--- src/rtl/idu_seq.sv ---
// idu_seq: two-entry skid-buffered instruction-decode sequencer between IFU and EXU
module idu_seq #(
  parameter int XLEN  = 32,
  parameter int CNT_W = 32
) (
  input  logic             clk,
  input  logic             rst,
  input  logic             flush,
  input  logic             ifu_valid,
  output logic             ifu_ready,
  input  logic [XLEN-1:0]  ifu_inst,
  input  logic [XLEN-1:0]  ifu_pc,
  output logic             idu_valid,
  input  logic             idu_ready,
  output logic [XLEN-1:0]  idu_inst,
  output logic [XLEN-1:0]  idu_pc,
  output logic [4:0]       rs1,
  output logic [4:0]       rs2,
  output logic [4:0]       rd,
  output logic [2:0]       funct3,
  output logic [6:0]       funct7,
  output logic [2:0]       type3,
  output logic             ill,
  output logic [CNT_W-1:0] stall_cnt
);
  localparam logic [2:0] INST_R   = 3'd0;
  localparam logic [2:0] INST_I   = 3'd1;
  localparam logic [2:0] INST_S   = 3'd2;
  localparam logic [2:0] INST_B   = 3'd3;
  localparam logic [2:0] INST_U   = 3'd4;
  localparam logic [2:0] INST_J   = 3'd5;
  localparam logic [2:0] INST_ILL = 3'd7;
  typedef enum logic [1:0] {EMPTY, ONE, TWO} state_e;
  typedef struct packed {
    logic [XLEN-1:0] inst;
    logic [XLEN-1:0] pc;
    logic [2:0]      type3;
    logic            ill;
  } entry_t;
  state_e           state_q, state_d;
  entry_t           head_q, head_d, skid_q, skid_d, in_e;
  logic [CNT_W-1:0] cnt_q, cnt_d;
  logic [2:0]       fmt;
  logic             use_rd, use_rs1, use_rs2, bad_reg, enq, deq;
  // classify the incoming word so only stored results reach the outputs
  always_comb begin
    unique case (ifu_inst[6:0])
      7'b0110011:                                     fmt = INST_R;
      7'b0010011, 7'b0000011, 7'b1100111, 7'b1110011: fmt = INST_I;
      7'b0100011:                                     fmt = INST_S;
      7'b1100011:                                     fmt = INST_B;
      7'b0110111, 7'b0010111:                         fmt = INST_U;
      7'b1101111:                                     fmt = INST_J;
      default:                                        fmt = INST_ILL;
    endcase
    use_rd  = fmt == INST_R || fmt == INST_I || fmt == INST_U || fmt == INST_J;
    use_rs1 = fmt == INST_R || fmt == INST_I || fmt == INST_S || fmt == INST_B;
    use_rs2 = fmt == INST_R || fmt == INST_S || fmt == INST_B;
    bad_reg = (use_rd && ifu_inst[11]) || (use_rs1 && ifu_inst[19]) || (use_rs2 && ifu_inst[24]);
    in_e.inst  = ifu_inst;
    in_e.pc    = ifu_pc;
    in_e.ill   = fmt == INST_ILL || bad_reg;
    in_e.type3 = in_e.ill ? INST_ILL : fmt;
  end
  assign ifu_ready = state_q != TWO && !rst;
  assign idu_valid = state_q != EMPTY;
  assign enq       = ifu_valid && ifu_ready;
  assign deq       = idu_valid && idu_ready;
  // buffer next-state: flush empties both entries and ignores the handshake
  always_comb begin
    state_d = state_q;
    head_d  = head_q;
    skid_d  = skid_q;
    if (flush) state_d = EMPTY;
    else if (state_q == EMPTY && enq) begin
      state_d = ONE;
      head_d  = in_e;
    end else if (state_q == ONE && enq) begin
      state_d = deq ? ONE : TWO;
      head_d  = deq ? in_e : head_q;
      skid_d  = deq ? skid_q : in_e;
    end else if (state_q == ONE && deq) state_d = EMPTY;
    else if (state_q == TWO && deq) begin
      state_d = ONE;
      head_d  = skid_q;
    end
    cnt_d = (idu_valid && !idu_ready && !flush && !(&cnt_q)) ? cnt_q + 1'b1 : cnt_q;
  end
  // state, entries and saturating stall counter
  always_ff @(posedge clk) begin
    if (rst) begin
      state_q <= EMPTY;
      head_q  <= '0;
      skid_q  <= '0;
      cnt_q   <= '0;
    end else begin
      state_q <= state_d;
      head_q  <= head_d;
      skid_q  <= skid_d;
      cnt_q   <= cnt_d;
    end
  end
  assign idu_inst  = head_q.inst;
  assign idu_pc    = head_q.pc;
  assign rs1       = head_q.inst[19:15];
  assign rs2       = head_q.inst[24:20];
  assign rd        = head_q.inst[11:7];
  assign funct3    = head_q.inst[14:12];
  assign funct7    = head_q.inst[31:25];
  assign type3     = head_q.type3;
  assign ill       = head_q.ill;
  assign stall_cnt = cnt_q;
endmodule

--- config.mk ---
export PLATFORM = sky130hd
export DESIGN_NAME = idu_seq
export DESIGN_NICKNAME = d
export VERILOG_FILES = /design/src/rtl/idu_seq.sv
export SDC_FILE = /design/constraint.sdc
export NUM_CORES = 1
export LEC_CHECK = 0
export CORE_MARGIN = 5
export CORE_UTILIZATION = 47
export CTS_CLUSTER_SIZE = 20
export DETAILED_ROUTE_END_ITERATION = 16
export HOLD_SLACK_MARGIN = 0.06
export PLACE_DENSITY = 0.78
export SLEW_MARGIN = 20
export SYNTH_ARGS = -nofsm -noshare
export SYNTH_HDL_FRONTEND = slang
export SYNTH_SLANG_ARGS = --single-unit
--- constraint.sdc ---
create_clock -name clk -period 4.2 [get_ports clk]
set_input_delay 0.84 -clock clk [delete_from_list [all_inputs] [get_ports clk]]
set_output_delay 0.84 -clock clk [all_outputs]
set_load 0.01 [all_outputs]
# After elaboration in Yosys (flattened, before gate mapping)
# Cells that the tools add are included.
# word_totals
output_inout_bits	127
inputBits	69
ff_bits	170
# op_classes
n_addsub	1
n_reduce_logical	40
eq_ne	21
mux	12
n_bitwise	3
# op_table
op	n
68-bit two-way mux	5
32-bit by 1-bit adder with 32-bit output, second input constant	1
32-bit AND reduction	1
7-bit equality test, second input constant	4
7-bit by 6-bit equality test with 1-bit output, second input constant	3
3-bit one-hot mux with 6 select lines	1
7-bit by 5-bit equality test with 1-bit output, second input constant	2
1-bit logical AND	13
1-bit logical OR	10
3-bit equality test, second input constant	3
2-bit two-way mux	4
4-bit AND reduction	2
7-bit by 2-bit equality test with 1-bit output, second input constant	1
3-bit by 2-bit equality test with 1-bit output, second input constant	2
3-bit inequality test, second input constant	2
3-bit nonzero test	2
1-bit zero test	4
4-bit nonzero test	1
2-bit OR reduction	2
4-bit OR reduction	1
3-bit by 1-bit equality test with 1-bit output, second input constant	1
3-bit zero test	1
3-bit two-way mux	1
1-bit inverter	3
7 further kinds	7

# Longest topological paths before layout
# logic_depth
word_depth	15
depth_mapped	8
mapped_depth_nobuf	6

# Least setup slack after synthesis
# No wires, ideal clock.
# synth_path
path_type	input-to-output
from	input port rst
to	output port ifu_ready
arrival_time_ns	1.712
cell_stages	4
path_buffers	3
required_ns	3.360
slack_ns	1.648
path_cell_list	clkbuf_1 > clkbuf_1 > clkbuf_1 > a21oi_1
# synth_between
elab_chain_cells	2
# synth_lines
item	line_no	text
from (decl)	7	input logic rst,
1-bit zero test	65	assign ifu_ready = state_q != TWO && !rst;
1-bit logical AND	65	
to (decl)	10	output logic ifu_ready,
# No other way between the ends.

# Worst setup path after layout
# layout_path
from	input port ifu_inst[4]
to	register skid_q[3] (netlist name)
# layout_between
elab_chain_cells	12
word_cells_on_any_way	34
cone_classes	16 x eq/ne; 2 x mux; 16 x reduce/logical
# layout_lines
item	line_no	text
from (decl)	11	input logic [XLEN-1:0] ifu_inst,
7-bit by 5-bit equality test with 1-bit output (tied with other cells)	47	unique case (ifu_inst[6:0])
4-bit OR reduction / 2-bit OR reduction (equally long branches)	47	
3-bit one-hot mux with 6 select lines *	47	
3-bit by 1-bit equality test with 1-bit output / 3-bit zero test (equally long branches)	56, 57, 58	
1-bit logical OR	56, 57	
1-bit logical OR (on tied branches) (2 in series)	56, 57	
1-bit logical AND	59	bad_reg = (use_rd && ifu_inst[11]) || (use_rs1 && ifu_inst[19]) || (use_rs2 && ifu_inst[24]);
1-bit logical OR (2 in series)	59	
1-bit logical OR	62	in_e.ill = fmt == INST_ILL || bad_reg;
3-bit two-way mux *	63	in_e.type3 = in_e.ill ? INST_ILL : fmt;
to (signal assigned)	99	skid_q <= skid_d;
to (decl)	41	entry_t head_q, head_d, skid_q, skid_d, in_e;
# Mark *: on every way between the ends. The rest lies on a longest branch, timed or not.
# A chain may end at the register's enable or synchronous reset.

==> out/results.txt <==
share of layout cells above drive strength 1 - 5.037%
setup TNS - 0 ps
Detail Placement HPWL - 12,710 um
largest cells by area after synthesis - dfxtp_1 46%, nand2_1 14%, a311oi_1 7.6%, a21oi_1 6.5%, nor2_1 4.0%
worst slew pin tran - 1050 ps
CTS clock-pin slew for the worst setup and hold paths - 60 ps
CP Capture Type - flop
vias in the first global route - 6,467
diode count - 0
Clock Skew - 7.560 ps
Initial Util - 47.23%
syn_nets - 1,023
Total GRT Usage - 21.02%
Die X - 135.7 um
TritonRoute pass-1 iters - 5
unrepaired setup endpoints after global routing - false
cell taking the most area after synthesis - dfxtp_1
max frequency - 364.0 MHz
async set-or-reset flop fraction in the synthesized netlist - 0%
clk sinks - 170
register area share after synthesis - 45.86%
crit path max fanout - 9
synthesized instance count - 953
CTS resizes - 0
Final period util - 65.41%
relative slew slack - 30.02%
CTS tree - done
largest net degree at the start of global routing - 104
Inserted Clock Buffers - 17
syn avg cell area - 7.787 um2
WL/cell - 14.76 um
vias - 7,089
row cnt - 46
initial DRC count - 417
ANT nets after route - 0
Post-CTS Hold Fix Bufs - 0
EDFF count, synth - 0
cell family with the largest share of critical-path delay - simple AND/OR/NAND/NOR gates
Hold Path Class - reg2reg
Mapped Area - 7421 um2
worst skew pair latency - 410 ps
dpl cell area - 9309 um2
design area - 9864 um2
Post-CTS Setup Inserts - 0
final hold violation count - 0
multi-input logic area - 3530 um2
Vias/cell - 5.420
Worst Path Required - 4440 ps
CP Cell Sequence - clkdlybuf4s50_1 -> nor3b_1 -> o311ai_0 -> nor4_1 -> a211oi_1
Ys Warns - 0
Filler Cells Inserted - 1,404
RePlAce Congestion - 0.8136
final setup fails - 0
Final Max Tran Viols - 0
Die Ht - 135.7 um
CORE AREA - 15,710 um2
Clock Tree Root - clkbuf_16
commonest non-fill, non-tap cells in the layout - 273 x nand2_1, 194 x clkdlybuf4s50_1, 170 x dfxtp_1
Worst EP arrival - 2990 ps
Routed WL - 19,300 um
H-tree depth - 4
VDD IR max - 0.2579 mV
CP bufs+invs - 1
share of Yosys cell area claimed by the top area cell type - 45.86%
first-pass GRT wire length - 31,860 um
Critical Path Start Type - input pin
NumNets Final - 1,153
Die Area - 18,400 um2
Yosys cell types - 50
WS Path Type - in2reg
CP max stage delay - 650 ps
ys flop type - dfxtp_1
Reg area - 3403 um2
initial antenna violation count - 1
flops & latches, synth - 170
commonest non-fill, non-tap cell in the layout - nand2_1
synth-to-layout area growth - 32.93%
# DRC - 0
post-route minimum period - 2747 ps
GRT overflow - 0
Leakage - 0.003132 uW
run status - finished clean
PwrDens - 364.7 nW/um2
max cap viols - 0
input/output buffers - 195
maximum clock path buffer count - 2
I/O pin cnt - 196
slowest stage cell, crit path - clkdlybuf4s50_1
==> flip-flops by register name, summed over array words and instances, names as in the netlist <==
| name | count |
|---|---|
| skid_q | 68 |
| idu_inst | 32 |
| idu_pc | 32 |
| stall_cnt | 32 |
| type3 | 3 |
| state_q | 2 |
| ill | 1 |
==> worst min-delay path: stages (launching register included) <==
cell	delay, ps
dfxtp_1	310
nand2_1	50
a21oi_1	50
==> where the power goes <==
group | switching, uW | internal, uW
registers | 31.9 | 1660
logic | 200 | 212
clock network | 602 | 891
total | 834 | 2760
==> layer usage <==
layer	vias up	track usage [%]	wire length (um)
li1	3558	-	-
met1	3300	27.73	8454
met2	202	33.32	9066
met3	27	5.981	1452
met4	2	6.831	317
met5	-	0	13
==> logic make-up after synthesis <==
kind of cell    share of synthesized area, %
buf+inv                                6.980
mux                                   0.4552
simple gates                           27.55
xor+xnor                              0.1180
compound gates                         18.87
flops                                  45.86
fa+ha+maj                             0.1686
==> stage by stage <==
stage,total power [uW],hold slack [ps],util (%),cells,setup slack [ps]
2_1_floorplan,1928,436.6,-,953,1648
3_3_place_gp,2138,441.7,59.19,1280,1207
3_5_place_dp,2142,446.5,59.25,1280,1094
4_1_cts,3636,454.5,62.78,1308,1459
5_1_grt,3741,466.3,62.78,1308,1269
6_report,3598,452.6,62.78,1308,1453
==> final cells by class <==
class,instances,area share (%)
multi-input cells,679,35.78
flip-flops and latches,170,34.50
repair buffers,209,21.12
clock buffers,20,4.630
well taps,216,2.740
clock inverters,8,1.002
inverters,6,0.2283
==> worst paths after layout <==
check | from | slack (ps) | endpoint | cells past startpoint
worst max-delay path | ifu_inst[4] | 1450 | skid_q[3]$_SDFFE_PP0P_ | 5
worst min-delay path | skid_q[13]$_SDFFE_PP0P_ | 450 | skid_q[13]$_SDFFE_PP0P_ | 2
worst max register to register | stall_cnt[7]$_SDFFE_PP0P_ | 1750 | stall_cnt[23]$_SDFFE_PP0P_ | 6
worst min register to register | skid_q[13]$_SDFFE_PP0P_ | 450 | skid_q[13]$_SDFFE_PP0P_ | 2
==> synth_stat cells, types with 2 or more instances <==
library cell	number
a2111oi_0	2
a211oi_1	6
a21oi_1	96
a221oi_1	2
a311oi_1	64
and2_1	3
and3_1	6
and4_1	4
and4b_1	2
buf_2	18
buf_4	28
clkbuf_1	52
dfxtp_1	170
inv_1	6
mux2_1	3
nand2_1	274
nand2b_1	5
nand3_1	13
nand3b_1	4
nand4_1	13
nor2_1	80
nor2b_1	5
nor3_1	9
nor4_1	3
nor4b_1	3
o21ai_0	26
o21ai_1	2
o31a_1	2
o31ai_1	4
o41ai_1	2
or2_2	2
or3_1	22
or4_1	5
(Power assumes the default switching activity.)
